`src/rtl/regfile_dump_reader.sv`:
```
// regfile_dump_reader: walks NUM_REGS registers through a read port and presents each value/index on a valid/ready stream
// Ports: Clk, Reset (sync, active-low), Start; RdAddr/RdData register-file read port;
// Out_Valid/Out_Ready/Out_Data/Out_Idx output stream; Busy (READ/PRESENT/DONE), Done (one-cycle end pulse).
module regfile_dump_reader #(
  parameter int NUM_REGS = 8,
  parameter int DATA_W = 16,
  parameter int ADDR_W = 3
) (
  input  logic              Clk,
  input  logic              Reset,
  input  logic              Start,
  output logic [ADDR_W-1:0] RdAddr,
  input  logic [DATA_W-1:0] RdData,
  output logic              Out_Valid,
  input  logic              Out_Ready,
  output logic [DATA_W-1:0] Out_Data,
  output logic [ADDR_W-1:0] Out_Idx,
  output logic              Busy,
  output logic              Done
);
  typedef enum logic [1:0] {IDLE, READ, PRESENT, DONE} state_t;
  localparam logic [ADDR_W-1:0] LAST = ADDR_W'(NUM_REGS - 1);
  state_t state;
  logic [ADDR_W-1:0] idx;
  assign RdAddr = idx;
  always_ff @(posedge Clk) begin
    if (!Reset) begin
      state <= IDLE;
      idx <= '0;
      Out_Valid <= 1'b0;
      Out_Data <= '0;
      Out_Idx <= '0;
      Busy <= 1'b0;
      Done <= 1'b0;
    end else begin
      Done <= 1'b0;
      case (state)
        IDLE: if (Start) begin
          idx <= '0;
          Busy <= 1'b1;
          state <= READ;
        end
        READ: begin
          Out_Data <= RdData;
          Out_Idx <= idx;
          Out_Valid <= 1'b1;
          state <= PRESENT;
        end
        // Out_Valid is always high here, so Out_Ready alone completes the handshake
        PRESENT: if (Out_Ready) begin
          Out_Valid <= 1'b0;
          if (idx == LAST) begin
            Done <= 1'b1;
            state <= DONE;
          end else begin
            idx <= idx + 1'b1;
            state <= READ;
          end
        end
        DONE: begin
          idx <= '0;
          Busy <= 1'b0;
          state <= IDLE;
        end
      endcase
    end
  end
endmodule

```
`config.mk`:
```
export PLATFORM = sky130hd
export DESIGN_NAME = regfile_dump_reader
export DESIGN_NICKNAME = d
export VERILOG_FILES = /design/src/rtl/regfile_dump_reader.sv
export SDC_FILE = /design/constraint.sdc
export NUM_CORES = 1
export LEC_CHECK = 0
export ABC_AREA = 1
export BUFFER_PORTS_ARGS = -buffer_cell sky130_fd_sc_hd__buf_2
export CORE_UTILIZATION = 41
export DETAILED_ROUTE_END_ITERATION = 10
export GPL_TIMING_DRIVEN = 0
export PLACE_DENSITY = 0.73
export SLEW_MARGIN = 20
export SYNTH_ARGS = -nofsm -noshare
export SYNTH_HDL_FRONTEND = slang
export SYNTH_SLANG_ARGS = --single-unit
```
`constraint.sdc`:
```
create_clock -name Clk -period 1.29 [get_ports Clk]
set_clock_uncertainty 0.1 [all_clocks]
set_input_delay 0.258 -clock Clk [delete_from_list [all_inputs] [get_ports Clk]]
set_output_delay 0.258 -clock Clk [all_outputs]
set_load 0.05 [all_outputs]
```
# [Word level (Yosys, flattened, before mapping)]
# Index checks and enable logic that the tools add are counted.
[totals] ff_bits=27 inputBits=20 out_inout_bits=25 elab_cells=37
[classes] add_sub_neg=1 eq_ne=7 muxes=13 reduce_logical=9
[op_table] op="$mux 3" n=3
[op_table] op="$pmux 3 s3" n=1
[op_table] op="$pmux 2 s4" n=1
[op_table] op="$mux 2" n=3
[op_table] op="$ne 2x2->1 const B" n=3
[op_table] op="$reduce_and 2->1" n=3
[op_table] op="$eq 2x2->1 const B" n=2
[op_table] op="$pmux 1 s2" n=2
[op_table] op="$reduce_and 4->1" n=1
[op_table] op="$reduce_bool 2->1" n=2
[op_table] op="$add 3x1->3 const B" n=1
[op_table] op="$eq 3x3->1 const B" n=1
[op_table] op="$mux 1" n=3
[op_table] op="$reduce_and 3->1" n=1
[op_table] op="$reduce_bool 3->1" n=1
[op_table] op="$eq 2x1->1 const B" n=1
[op_table] op="$logic_not 2->1" n=1

# [Longest topological paths before layout]
[logic_depth] ltp_word=4 ltp_mapped=8 mapped_depth_nobuf=8

# [Least setup slack after synthesis]
# Ideal clock, no wire load.
[synth_timing] kind="reg2reg" start="reg idx[1], in the netlist RdAddr[1]" end="reg idx[0], in the netlist RdAddr[0]" setup_ns=0.114 t_arrival_ns=1.396 required_time_ns=1.076 setup_slack_ns=-0.321 stages_incl_launch_ff=8 path_buffers=0 synth_period_minus_slack_ns=1.611 cell_sequence="dfxtp_1 -> ha_1 -> ha_1 -> nand3_1 -> nand2_4 -> nor2_4 -> nor2_1 -> nor2_1"
[synth_between] elab_chain_len=3
[synth_lines] element="from (decl)" line_no="24" rtl="logic [ADDR_W-1:0] idx;"
[synth_lines] element="from (signal assigned)" line_no="56" rtl="idx <= idx + 1'b1;"
[synth_lines] element="$eq 3x3->1" line_no="52" rtl="if (idx == LAST) begin"
[synth_lines] element="$ne 2x2->1 (no source line)"
[synth_lines] element="$reduce_and 4->1 (no source line)"
# No other way between the ends.
# A chain may end at the register's enable or synchronous reset.

# [Worst setup path in the final report]
[layout_timing] start="reg idx[1], in the netlist RdAddr[1]" end="reg idx[2], in the netlist RdAddr[2]"
[layout_between] elab_chain_len=4 elab_cells_between_ends=7 cone_classes="add/sub (1); eq/ne (2); mux (3); reduce/logical (1)"
[layout_lines] element="$add 3x1->3" line_no="56"
[layout_lines] element="$mux 3" line_no="52"
[layout_lines] element="$mux 3" line_no="50" rtl="PRESENT: if (Out_Ready) begin"
[layout_lines] element="$pmux 3 s3" line_no="37" rtl="case (state)"
# Several ways; a longest one is shown, not always the timed one. The select of a mux whose other input is x is not followed.

==> results.md <==
* Die ar. at 2760 um2
* Clock latency at the later pin of the worst-skew pair at 310 ps
* Clock transition at the registers of the reported paths at 140 ps
* Synthesized area at 1050 um2
* Synthesized flop and latch total at 27
* End of the critical path: RdAddr[2]$_SDFFE_PN0P_
* Seq/Total Area, Yosys at 51.6%
* Vias in the first global route at 849
* GRT overflow at 0
* Placed cell count at 206
* R2r endpoint: RdAddr[2]$_SDFFE_PN0P_
* Initial core utilization at 45.2%
* Largest net degree at the start of global routing at 17
* Syn Area/Cell at 7.82 um2
* Share of layout cells above drive strength 1 at 37.2%
* First-pass GRT wire length at 3460 um
* Total number of vias at 1020
* Fin. Hold Viols at 0
* DR WL/cell at 10.7 um
* Initial DRT Pass Iterations at 4
* GRT Resource Usage Total at 17.1%
* Worst slew pin tran at 372 ps
* Fin cells at 211
* Largest area contributor in the netlist: dfxtp_1
* Area after DPL at 1340 um2
* Crit path kind: reg2reg
* Clock buffer depth at 2
* Hold WS at 52.1 ps
* Crit path from: RdAddr[1]$_SDFFE_PN0P_
* Iter 0 DRT Violations at 24
* Setup violations, final at 0
* Crit path DAT at 1400 ps
* Core Area at 2320 um2
* Register area at 554 um2
* Detailed Route WL at 2260 um
* Placer Congestion at 0.797
* Status: finished clean
* Clock Sinks at 27
* Worst vdd ir at 0.000967 V
* Clock root cell: clkbuf_4
* Synth top area cells: dfxtp_1, nor2_1, o21ai_0, nand2_1, nand3_1
* Post-synth cell types at 20
* Final #Nets at 206
* Total power at 2.17 mW
* Flop-to-flop setup slack at 10 ps
* Multi-input gate area at 475 um2
* Area delta synth->final at 40.2%
* Ys Warns at 0
* Final Util at 63.4%
* FP Rows at 17
* ANT nets after route at 0
* Endpoint class of the critical path: flip-flop
* Vias/cell at 4.83
* Initial antenna violation count at 0
* RSZ-0062 raised after global routing: yes
* Final-layout fill cell count at 216
* Pwr Density at 1470 nW/um2
* Startpoint Class: flip-flop
* Die X at 52.6 um
* LEAKAGE at 0.696 nW
* Syn Nets at 156
* WP data required at 1420 ps
* Post-synthesis cell count at 134
* DRC at 0
* Tightest Hold Check Type: in2reg
* CTS tree: built
* Crit Path Max Fanout at 4
* R2R cell count at 8
* Fmax achieved at 784 MHz
* Slew margin rel. at 75.2%
* Post-route cell area at 1470 um2
* Reg-to-Reg Start: RdAddr[1]$_SDFFE_PN0P_
* # diodes at 0
* Slew Limit Fails at 0
* Tcrit/Tclk final at 98.9%
* Dpl hpwl at 1680 um
* Die Ht at 52.6 um
* CTS H-Tree Depth at 1
* CTS Buf Count at 3
* Synth top area share at 51.6%
* Final Critical Period at 1280 ps
* PortBufs at 44
* Max-Cap Viols at 0
* Io pins at 45
cell type report:
cell class | count | area share [%]
plain buffers | 6 | 2.89
clock inverters | 1 | 0.426
well taps | 28 | 2.38
flip-flops and latches | 27 | 37.7
repair buffers | 45 | 20.3
multi-input cells | 93 | 32.3
clock buffers | 3 | 1.53
inverters | 8 | 2.38
metrics by stage:
stage	setup TNS (ps)	setup slack, ps
floorplan	0	6.76
global placement	0	33.8
detailed placement	0	21.9
CTS	0	0.997
global route	-154	-56.7
finish	0	14.4
cell families after synthesis:
| logic type | Yosys count | synth area share, % |
|---|---|---|
| buffers and inverters | 14 | 6.92 |
| AO/OA/AOI/OAI | 23 | 11.7 |
| flip-flops | 27 | 51.6 |
| AND/OR/NAND/NOR | 68 | 27.4 |
| adder cells (fa/ha/maj) | 2 | 2.39 |
sequential cells by signal (all words and copies together) (netlist names):
signal	flops
Busy	1
Out_Valid	1
Out_Idx	3
Done	1
RdAddr	3
Out_Data	16
state	2
worst min-delay path by stage:
stage | from | depth (start not counted) | to | slack, ps
floorplan | Out_Ready | 1 | Out_Valid$_SDFFE_PN0P_ | 250
global placement | Out_Data[7]$_SDFFE_PN0P_ | 2 | Out_Data[7]$_SDFFE_PN0P_ | 360
detailed placement | Out_Data[10]$_SDFFE_PN0P_ | 2 | Out_Data[10]$_SDFFE_PN0P_ | 370
CTS | Out_Ready | 2 | Out_Valid$_SDFFE_PN0P_ | 40
global route | Out_Ready | 2 | Out_Valid$_SDFFE_PN0P_ | 50
finish | Out_Ready | 2 | Out_Valid$_SDFFE_PN0P_ | 50
worst max-delay path, stage by stage, from the launching register on:
cell     delay [ps]
dfxtp_4         390
ha_4            160
ha_4            160
nand3_4          90
nand2_4          70
inv_4            60
nand3_1          60
nand2_1          60
nor2_1           40
routing by layer:
metal	GRT usage [%]	vias up	share of wire (%)
met3	3.77	2	6.6
met2	28.9	33	50
li1	-	527	-
met5	0	-	0
met4	7.02	0	0.75
met1	20.8	458	43
synthesized netlist by cell type, drive strengths merged:
library cell  number
nand3b             1
nor3               3
dfxtp             27
nor2              45
clkbuf             2
ha                 2
nand3              6
inv                8
o21ai             19
a21oi              3
a211oi             1
nand2             13
buf                4
layout by cell type, fill, tap and decap left out, types with 2 or more instances in the layout:
| master | synthesis | final |
|---|---|---|
| buf_6 | 2 | 5 |
| dfxtp_4 | 0 | 3 |
| inv_1 | 6 | 6 |
| clkbuf_1 | 2 | 2 |
| nand3_1 | 6 | 5 |
| buf_4 | 1 | 23 |
| ha_4 | 0 | 2 |
| o21ai_1 | 2 | 2 |
| dfxtp_2 | 0 | 2 |
| buf_2 | 1 | 21 |
| a21oi_1 | 3 | 3 |
| clkbuf_4 | 0 | 3 |
| nor3_1 | 3 | 3 |
| o21ai_0 | 17 | 17 |
| inv_4 | 0 | 3 |
| nor2_1 | 44 | 43 |
| dfxtp_1 | 27 | 22 |
| nand2_1 | 11 | 11 |
where the power goes:
group | switching [mW] | internal (mW) | total (mW) | leakage (nW)
sequential | 0.0697 | 0.936 | 1.01 | 0.225
clock | 0.242 | 0.120 | 0.362 | 0.0183
combinational | 0.536 | 0.263 | 0.799 | 0.453
total | 0.848 | 1.32 | 2.17 | 0.696
timing repair:
action,in CTS,in global routing
setup buffers,0,1
hold buffers,0,0
pin swaps,3,2
gates resized for setup,27,8
setup endpoints to repair,24,22
(Power assumes the default switching activity.)
